**config.mk**
```make
export PLATFORM = sky130hd
export DESIGN_NAME = csa_pipe
export DESIGN_NICKNAME = d
export VERILOG_FILES = /design/src/rtl/csa_pipe.sv
export SDC_FILE = /design/constraint.sdc
export NUM_CORES = 1
export LEC_CHECK = 0
export CORE_UTILIZATION = 40
export DETAILED_ROUTE_END_ITERATION = 6
export SKIP_CTS_REPAIR_TIMING = 1
export SYNTH_ARGS = -nofsm -noshare
export SYNTH_HDL_FRONTEND = slang
export SYNTH_SLANG_ARGS = --single-unit
export TNS_END_PERCENT = 100
```
**constraint.sdc**
```tcl
create_clock -name clk -period 4.9 [get_ports clk]
set_input_delay 0.735 -clock clk [delete_from_list [all_inputs] [get_ports clk]]
set_output_delay 0.735 -clock clk [all_outputs]
set_load 0.02 [all_outputs]
```
**src/rtl/csa_pipe.sv**
```systemverilog
// rtl/csa_pipe.sv - pipelined parametrised carry-skip adder with valid/ready handshake
//
// Purpose: a+b+cin over WIDTH bits, built from BLOCK-bit ripple groups with a
// group-propagate bypass; the carry is registered every GPS groups, so an add
// spends LAT = WIDTH/(BLOCK*GPS) stages after the operand capture register.
// Optional feature macro: CSA_PIPE_OVF_EN (adds the ovf signed-overflow output).
//
// Ports:
//   clk, rst_n            clock, asynchronous active-low reset
//   in_valid / in_ready   operand handshake (in_ready is the global advance enable)
//   a, b, cin             operands and carry in
//   out_valid / out_ready result handshake
//   sum, cout             a+b+cin mod 2^WIDTH and carry out of the MSB
//   ovf                   signed overflow, aligned with sum (CSA_PIPE_OVF_EN only)

module csa_pipe #(
    parameter int WIDTH = 32,
    parameter int BLOCK = 4,
    parameter int GPS   = 2
) (
    input  logic             clk,
    input  logic             rst_n,
    input  logic             in_valid,
    output logic             in_ready,
    input  logic [WIDTH-1:0] a,
    input  logic [WIDTH-1:0] b,
    input  logic             cin,
    output logic             out_valid,
    input  logic             out_ready,
    output logic [WIDTH-1:0] sum,
    output logic             cout
`ifdef CSA_PIPE_OVF_EN
   ,output logic             ovf
`endif
);

    localparam int LAT = WIDTH / (BLOCK * GPS);

    if (WIDTH % (BLOCK * GPS) != 0) begin : g_bad_cfg
        $error("csa_pipe: WIDTH must be a multiple of BLOCK*GPS");
    end

    // Rank 0 is the operand capture register; rank k+1 holds the result of stage k.
    logic [LAT:0]       v_q;
    logic [LAT:0]       c_q;
    logic [WIDTH-1:0]   a_q   [LAT];
    logic [WIDTH-1:0]   b_q   [LAT];
    logic [WIDTH-1:0]   sum_q [LAT];
    logic [WIDTH-1:0]   sum_d [LAT];
    logic [LAT-1:0]     carry_d;
    logic               en;

    assign en        = ~v_q[LAT] | out_ready;
    assign in_ready  = en;
    assign out_valid = v_q[LAT];
    assign sum       = sum_q[LAT-1];
    assign cout      = c_q[LAT];

    // Stage k finishes groups k*GPS..k*GPS+GPS-1; lower sum bits come from the
    // previous stage register. The modulo index keeps the stage-0 read in range;
    // its value is discarded because stage 0 starts from all zeros.
    always_comb begin
        logic c, rc, p;
        c = 1'b0;
        rc = 1'b0;
        p = 1'b0;
        carry_d = '0;
        for (int k = 0; k < LAT; k++) begin
            sum_d[k] = (k == 0) ? '0 : sum_q[(k + LAT - 1) % LAT];
            c = c_q[k];
            for (int g = 0; g < GPS; g++) begin
                rc = c;
                p  = 1'b1;
                for (int i = 0; i < BLOCK; i++) begin
                    sum_d[k][(k*GPS+g)*BLOCK+i] = a_q[k][(k*GPS+g)*BLOCK+i]
                                                ^ b_q[k][(k*GPS+g)*BLOCK+i] ^ rc;
                    rc = (a_q[k][(k*GPS+g)*BLOCK+i] & b_q[k][(k*GPS+g)*BLOCK+i])
                       | (rc & (a_q[k][(k*GPS+g)*BLOCK+i] ^ b_q[k][(k*GPS+g)*BLOCK+i]));
                    p  = p & (a_q[k][(k*GPS+g)*BLOCK+i] ^ b_q[k][(k*GPS+g)*BLOCK+i]);
                end
                // Whole group propagates: the incoming carry bypasses the ripple chain.
                c = p ? c : rc;
            end
            carry_d[k] = c;
        end
    end

    always_ff @(posedge clk or negedge rst_n) begin
        if (!rst_n) begin
            v_q <= '0;
            c_q <= '0;
            for (int k = 0; k < LAT; k++) begin
                a_q[k]   <= '0;
                b_q[k]   <= '0;
                sum_q[k] <= '0;
            end
        end else if (en) begin
            v_q <= {v_q[LAT-1:0], in_valid};
            // Operands are only captured for real transfers so bubbles never carry X.
            if (in_valid) begin
                a_q[0] <= a;
                b_q[0] <= b;
                c_q[0] <= cin;
            end
            for (int k = 0; k < LAT; k++) begin
                c_q[k+1] <= carry_d[k];
                sum_q[k] <= sum_d[k];
            end
            for (int k = 1; k < LAT; k++) begin
                a_q[k] <= a_q[k-1];
                b_q[k] <= b_q[k-1];
            end
        end
    end

`ifdef CSA_PIPE_OVF_EN
    logic ovf_q;

    // Carry into the MSB is recovered as sum^a^b at that bit.
    always_ff @(posedge clk or negedge rst_n) begin
        if (!rst_n) begin
            ovf_q <= 1'b0;
        end else if (en) begin
            ovf_q <= sum_d[LAT-1][WIDTH-1] ^ a_q[LAT-1][WIDTH-1]
                   ^ b_q[LAT-1][WIDTH-1] ^ carry_d[LAT-1];
        end
    end

    assign ovf = ovf_q;
`endif

endmodule

```
==> metrics.md, run 1 <==
| Metric | Value |
|---|---|
| Initial Util | 0.409 |
| Gr ovfl total | 0 |
| Worst r2r path cells | 13 |
| Register area | 6260 sq um |
| Worst r2r src | c_q[2] |
| Initial antenna violation count | 0 |
| Worst Path Max Fanout | 2 |
| Max Fclk | 0.249 GHz |
| Cts bufs inserted | 27 |
| Clock slew at reported path FFs | 0.06 ns |
| Vias in the first global route | 6,798 |
| WL final | 20,200 um |
| Final Cell Area | 12,900 sq um |
| IO Pins | 104 |
| Power per cell area | 669 nW/um^2 |
| Max stage delay on crit path | 0.41 ns |
| Yosys cell types | 27 |
| Drt first pass iters | 6 |
| Final Core Density | 0.493 |
| Sinks on Clock Net | 250 |
| Synthesized flop and latch total | 250 |
| Peak supply drop | 427 uV |
| Crit-path slowest cell | fa_1 |
| Core area | 26,200 sq um |
| Syn-to-layout area delta | 20.6% |
| Routed vias/inst | 4.57 |
| Synth warn | 0 |
| Critical path data arrival time | 4.46 ns |
| Antenna cells | 0 |
| Die Height | 166 um |
| Rel. slew slack | 0.249 |
| Residual DRC count | 12 |
| Fraction of layout cells with a size suffix above 1 | 0.112 |
| Dpl cell area | 12,000 sq um |
| Mapped Nets | 1,134 |
| CTS tree | yes |
| Post-Place Setup Slack | 0.904 ns |
| Final setup vio count | 0 |
| Post-route ant nets | 0 |
| Slew Limit Fails | 0 |
| Critical-path cell list | inv_1 -> fa_1 -> inv_1 -> fa_1 -> fa_1 -> fa_1 -> mux2_2 -> fa_1 -> fa_1 -> fa_1 -> inv_1 -> fa_1 -> a21oi_1 |
| Port bufs | 103 |
| Clk_lat worst skew | 0.53 ns |
| Leakage | 6.49 nW |
| Routability cong. | 0.761 |
| H-Tree Level Count | 1 |
| HP Class | input pin to async pin |
| CP Class | flip-flop to flip-flop |
| Fill count | 2,424 |
| Dpl cells | 1,399 |
| Total GRT Usage | 0.154 |
| Reg-to-Reg End | sum_d[23] |
| Max-cap viol count | 0 |
| CTS Buffer Depth | 3 |
| Initial DRC count | 299 |
| Flop2flop setup slack | 0.88 ns |
| Final HPWL DP | 13,100 um |
| Wire per inst | 14.0 um |
| Crit path launch type | flip-flop |
| Die X | 166 um |
| Slew @ Worst Pin | 1.13 ns |
| Mapped Avg Cell Area | 10.7 sq um |
| Final setup margin | 0.885 ns |
| Detailed-route via count | 6,613 |
| Non-Filler Instances | 1,447 |
| Die area | 27,500 sq um |
| Cell at the root of the clock tree | clkbuf_16 |
| Cells after synthesis | 1,001 |
| Final Hold Vio Count | 0 |
| RSZ-0062 raised after global routing | false |
| Crit share post-route | 0.819 |
| Critical Path RT | 5.34 ns |
| Seq/Total Area, Yosys | 0.584 |
| Post-Syn Area | 10,700 sq um |
| CP Capture Type | flip-flop |
| Most frequent CP cell | fa_1 |
| Status | finished with violations |
| Largest net degree at the start of global routing | 105 |
| Cell row count | 59 |
| Layout Nets | 1,226 |
| Min cycle time layout | 4.02 ns |
| Clock skew | 0.00914 ns |
| Sum Neg Setup Slack | 0 ns |
| Violated checks | design-rule violations |
| Global-route wire length before repair | 34,900 um |
| Area of the multi-input gates | 4120 sq um |
-- where the power goes --
| part | switching (mW) | total, mW | internal (mW) |
|---|---|---|---|
| registers | 0.623 | 3.61 | 2.99 |
| clock network | 0.799 | 2.11 | 1.31 |
| logic | 1.60 | 2.93 | 1.34 |
| total | 3.02 | 8.66 | 5.64 |
-- state kept, by name (all words and copies together), names as in the netlist --
| signal | flops |
|---|---|
| a_q | 80 |
| b_q | 80 |
| sum_d | 48 |
| sum | 32 |
| c_q | 5 |
| v_q | 5 |
-- layout by cell type (no fill, tap or decap), types with 8 or more instances in the layout --
cell type / Yosys / final
a21oi_1: 8 / 8
clkbuf_16: 0 / 27
clkdlybuf4s50_1: 0 / 102
dfrtp_1: 250 / 250
fa_1: 32 / 32
ha_1: 32 / 32
inv_1: 27 / 27
mux2_2: 29 / 29
mux2_4: 39 / 39
nand2_1: 491 / 491
nor2_1: 8 / 8
o21ai_0: 12 / 12
-- cell type report --
class                   count  area share
well taps                 335      0.0324
repair buffers            110      0.0842
flip-flops and latches    250       0.484
clock buffers              36      0.0595
inverters                  28     0.00851
multi-input cells         676       0.318
clock inverters            12      0.0134
-- worst max-delay path by stage --
stage / start / to / slack, ns / cells after the start
after floorplan: c_q[2] / sum_d[23] / 1.12 / 13
after global placement: c_q[0] / sum_d[71] / 0.99 / 13
after detailed placement: c_q[2] / sum_d[23] / 0.90 / 13
after CTS: c_q[2] / sum_d[23] / 0.86 / 13
after global routing: c_q[2] / sum_d[23] / 0.69 / 13
final: c_q[2] / sum_d[23] / 0.88 / 13
-- critical path: cells and delay by family (launching register included) --
family | cells | cell delay (ns)
compound gates | 1 | 0.15
buf+inv | 3 | 0.23
fa+ha+maj | 8 | 2.88
mux | 1 | 0.30
flops | 1 | 0.38
-- cell families after synthesis --
group | synth area share
AND/OR/NAND/NOR | 0.184
flip-flops | 0.584
buffers and inverters | 0.0330
multiplexers | 0.0851
adder cells (fa/ha/maj) | 0.0971
AO/OA/AOI/OAI | 0.0170
-- through the flow --
stage	power, mW	hold WS (ns)
after CTS	8.80	0.275
after detailed placement	6.62	0.450
final	8.66	0.226
after floorplan	5.54	0.430
after global routing	9.38	0.305
after global placement	6.54	0.441
-- metal layers --
layer	global-route usage	vias up	part of all wire
li1	-	3306	-
met1	0.245	3171	0.52
met2	0.218	107	0.43
met3	0.0205	29	0.038
met4	0.0427	0	0.017
met5	0	-	0
-- cells in the mapped netlist --
master,count,area (sq um)
and4_1,1,8.76
inv_4,1,6.26
buf_2,26,130
a211oi_1,1,7.51
dfrtp_1,250,6260
nor2b_4,1,13.8
nand4_1,7,43.8
inv_1,27,101
ha_1,32,400
clkbuf_1,14,52.6
o21ai_0,12,60.1
nand2b_1,1,6.26
nor2_1,8,30.0
a41oi_1,1,8.76
nor3b_1,3,22.5
a21oi_1,8,40.0
fa_1,32,641
a31oi_1,3,18.8
o22ai_1,1,6.26
buf_6,5,56.3
a21o_1,2,15.0
mux2_4,39,586
buf_1,2,7.51
nand2_2,1,6.26
o31a_1,3,26.3
nand2_1,491,1840
mux2_2,29,327
Note: power is estimated with default switching activity, not from simulation.
==> run 2, diff against run 1 <==
==> constraint.sdc (replaced) <==
create_clock -name clk -period 3.35 [get_ports clk]
set_input_delay 0.5025 -clock clk [delete_from_list [all_inputs] [get_ports clk]]
set_output_delay 0.5025 -clock clk [all_outputs]
set_load 0.02 [all_outputs]
==> metrics.md, run 2 (synthesis results as in run 1) <==
| Metric | Value |
|---|---|
| Most common cell after layout, fill and taps aside | nand2_1 |
| HP Class | input pin to async pin |
| Final setup vio count | 11 (+11) |
| Crit path launch type | flip-flop |
| Routed vias/inst | 4.58 (+0.24%) |
| Cts bufs inserted | 26 (-3.7%) |
| Max stage delay on crit path | 0.43 ns (+0.02 ns) |
| Dpl cells | 1,419 (+1.4%) |
| Sum Neg Setup Slack | -2.44 ns (-2.44 ns) |
| Die X | 166 um (unchanged) |
| Initial DRC count | 446 (+49%) |
| Final Hold Vio Count | 0 (unchanged) |
| Initial Util | 0.409 (unchanged) |
| CP Class | flip-flop to flip-flop |
| Min cycle time layout | 3.75 ns (-0.267 ns) |
| Crit share post-route | 1.12 (+0.300) |
| Most frequent CP cell | fa_2 |
| Switching share of power | 0.353 (+0.00436) |
| Rel. slew slack | 0.408 (+0.158) |
| WL final | 20,700 um (+2.5%) |
| Routability cong. | 0.768 (+0.87%) |
| Peak supply drop | 668 uV (+57%) |
| Antenna cells | 0 (unchanged) |
| Syn-to-layout area delta | 23.1% |
| Crit path max-delay family | adder cells |
| Max-cap viol count | 0 (unchanged) |
| Critical Path RT | 3.80 ns (-1.54 ns) |
| Sequential Power Share | 0.410 (-0.007) |
| Port bufs | 103 (unchanged) |
| Power per cell area | 977 nW/um^2 (+46%) |
| Clk pwr share | 0.221 (-0.023) |
| Detailed-route via count | 6,739 (+1.9%) |
| Post-route ant nets | 0 (unchanged) |
| Drt first pass iters | 7 (+1) |
| Worst r2r path cells | 13 (unchanged) |
| Critical-path cell list | inv_2 -> fa_2 -> inv_2 -> fa_2 -> fa_2 -> fa_2 -> mux2_4 -> fa_2 -> fa_2 -> fa_2 -> inv_2 -> fa_2 -> a21oi_2 |
| Largest net degree at the start of global routing | 205 (+95%) |
| Cell row count | 59 (unchanged) |
| Fill count | 2,356 (-2.8%) |
| Global-route wire length before repair | 35,600 um (+1.9%) |
| Total GRT Usage | 0.157 (+0.00322) |
| Part of the power in combinational logic | 0.369 (+0.030) |
| Critical path data arrival time | 4.20 ns (-0.26 ns) |
| CTS Buffer Depth | 3 (unchanged) |
| Hold Slack | 0.0167 ns (-0.209 ns) |
| Final setup margin | -0.399 ns (-1.28 ns) |
| Clock slew at reported path FFs | 0.06 ns (about the same) |
| RSZ-0062 raised after global routing | true |
| Slew @ Worst Pin | 0.888 ns (-0.238 ns) |
| CP Capture Type | flip-flop |
| Dpl cell area | 12,300 sq um (+2.3%) |
| Status | finished with violations |
| H-Tree Level Count | 1 (unchanged) |
| CP Depth | 13 (unchanged) |
| Clock skew | 0.00745 ns (-0.00169 ns) |
| Bufs and invs on worst path | 3 (unchanged) |
| Slew Limit Fails | 0 (unchanged) |
| Max Fclk | 0.267 GHz (+7.1%) |
| Vias in the first global route | 6,955 (+2.3%) |
| IO Pins | 104 (unchanged) |
| Residual DRC count | 20 (+8) |
| Sinks on Clock Net | 250 (unchanged) |
| Non-Filler Instances | 1,471 (+1.7%) |
| Leakage | 6.58 nW (+1.3%) |
| Clk_lat worst skew | 0.52 ns (about the same) |
| Core area | 26,200 sq um (unchanged) |
| Die area | 27,500 sq um (unchanged) |
| Final Cell Area | 13,200 sq um (+2.1%) |
| Commonest cells after routing, fill and taps aside | nand2_1 (491), dfrtp_1 (250), clkdlybuf4s50_1 (102) |
| Crit-path slowest cell | fa_2 |
| Int Pwr | 8.34 mW (+48%) |
| Gr ovfl total | 0 (unchanged) |
| Violated checks | design-rule violations, negative setup slack |
| Initial antenna violation count | 0 (unchanged) |
| Final HPWL DP | 13,300 um (+1.2%) |
| CTS tree | yes |
| Die Height | 166 um (unchanged) |
| Wire per inst | 14.1 um (+0.84%) |
| P_sw | 4.55 mW (+51%) |
| Layout Nets | 1,251 (+2.0%) |
| Worst Path Max Fanout | 2 (unchanged) |
| Fraction of layout cells with a size suffix above 1 | 0.173 (+0.0610) |
| Cell at the root of the clock tree | clkbuf_16 |
## run 2: routing by layer
metal  wire, um  track usage  up-vias  share of wire
li1           -            -     3351              -
met1      10700        0.240     3257           0.51
met2       9010        0.233      103           0.43
met3        739       0.0234       28          0.036
met4        312       0.0402        0          0.015
met5          0            0        -              0
## run 2: worst reg2reg max path, stage by stage (launching register included)
cell and delay (ns):
dfrtp_1 0.39, inv_2 0.08, fa_2 0.20, inv_2 0.04, fa_2 0.34, fa_2 0.35
fa_2 0.34, mux2_4 0.28, fa_2 0.35, fa_2 0.35, fa_2 0.34, inv_2 0.07
fa_2 0.43, a21oi_2 0.12
## run 2: cell type report
| class | count | area [sq um] | area share |
|---|---|---|---|
| Sequential cell | 250 | 6260 | 0.474 |
| Multi-Input combinational cell | 676 | 4210 | 0.319 |
| Timing Repair Buffer | 136 | 1350 | 0.102 |
| Clock buffer | 36 | 779 | 0.0591 |
| Tap cell | 335 | 419 | 0.0318 |
| Inverter | 28 | 110 | 0.00834 |
| Clock inverter | 10 | 77.6 | 0.00588 |
## run 2: power by group through the flow
stage,logic [mW],registers [mW],clock network (mW)
after floorplan,2.84,5.36,0
after global placement,4.57,5.31,0
after detailed placement,4.73,5.35,0
after CTS,4.75,5.30,2.93
after global routing,5.46,5.48,3.05
final,4.76,5.29,2.84
## run 2: path summary, 6_finish.rpt
kind | startpoint | to | slack (ns)
max | c_q[2] | sum_d[23] | -0.40
max reg2reg | c_q[2] | sum_d[23] | -0.40
min in group clk | sum[2] | sum[2] | 0.46
min | rst_n | sum[0] | 0.02
max in group asynchronous | rst_n | a_q[62] | 2.52
min reg2reg | sum[2] | sum[2] | 0.46
## run 2: through the flow
step / power (mW) / setup slack (ns) / utilization
after CTS: 13.0 / -0.465 / 0.501
final: 12.9 / -0.399 / 0.504
after detailed placement: 10.1 / -0.441 / 0.468
after global routing: 14.0 / -0.487 / 0.504
after floorplan: 8.20 / -0.243 / -
after global placement: 9.88 / -0.331 / 0.468
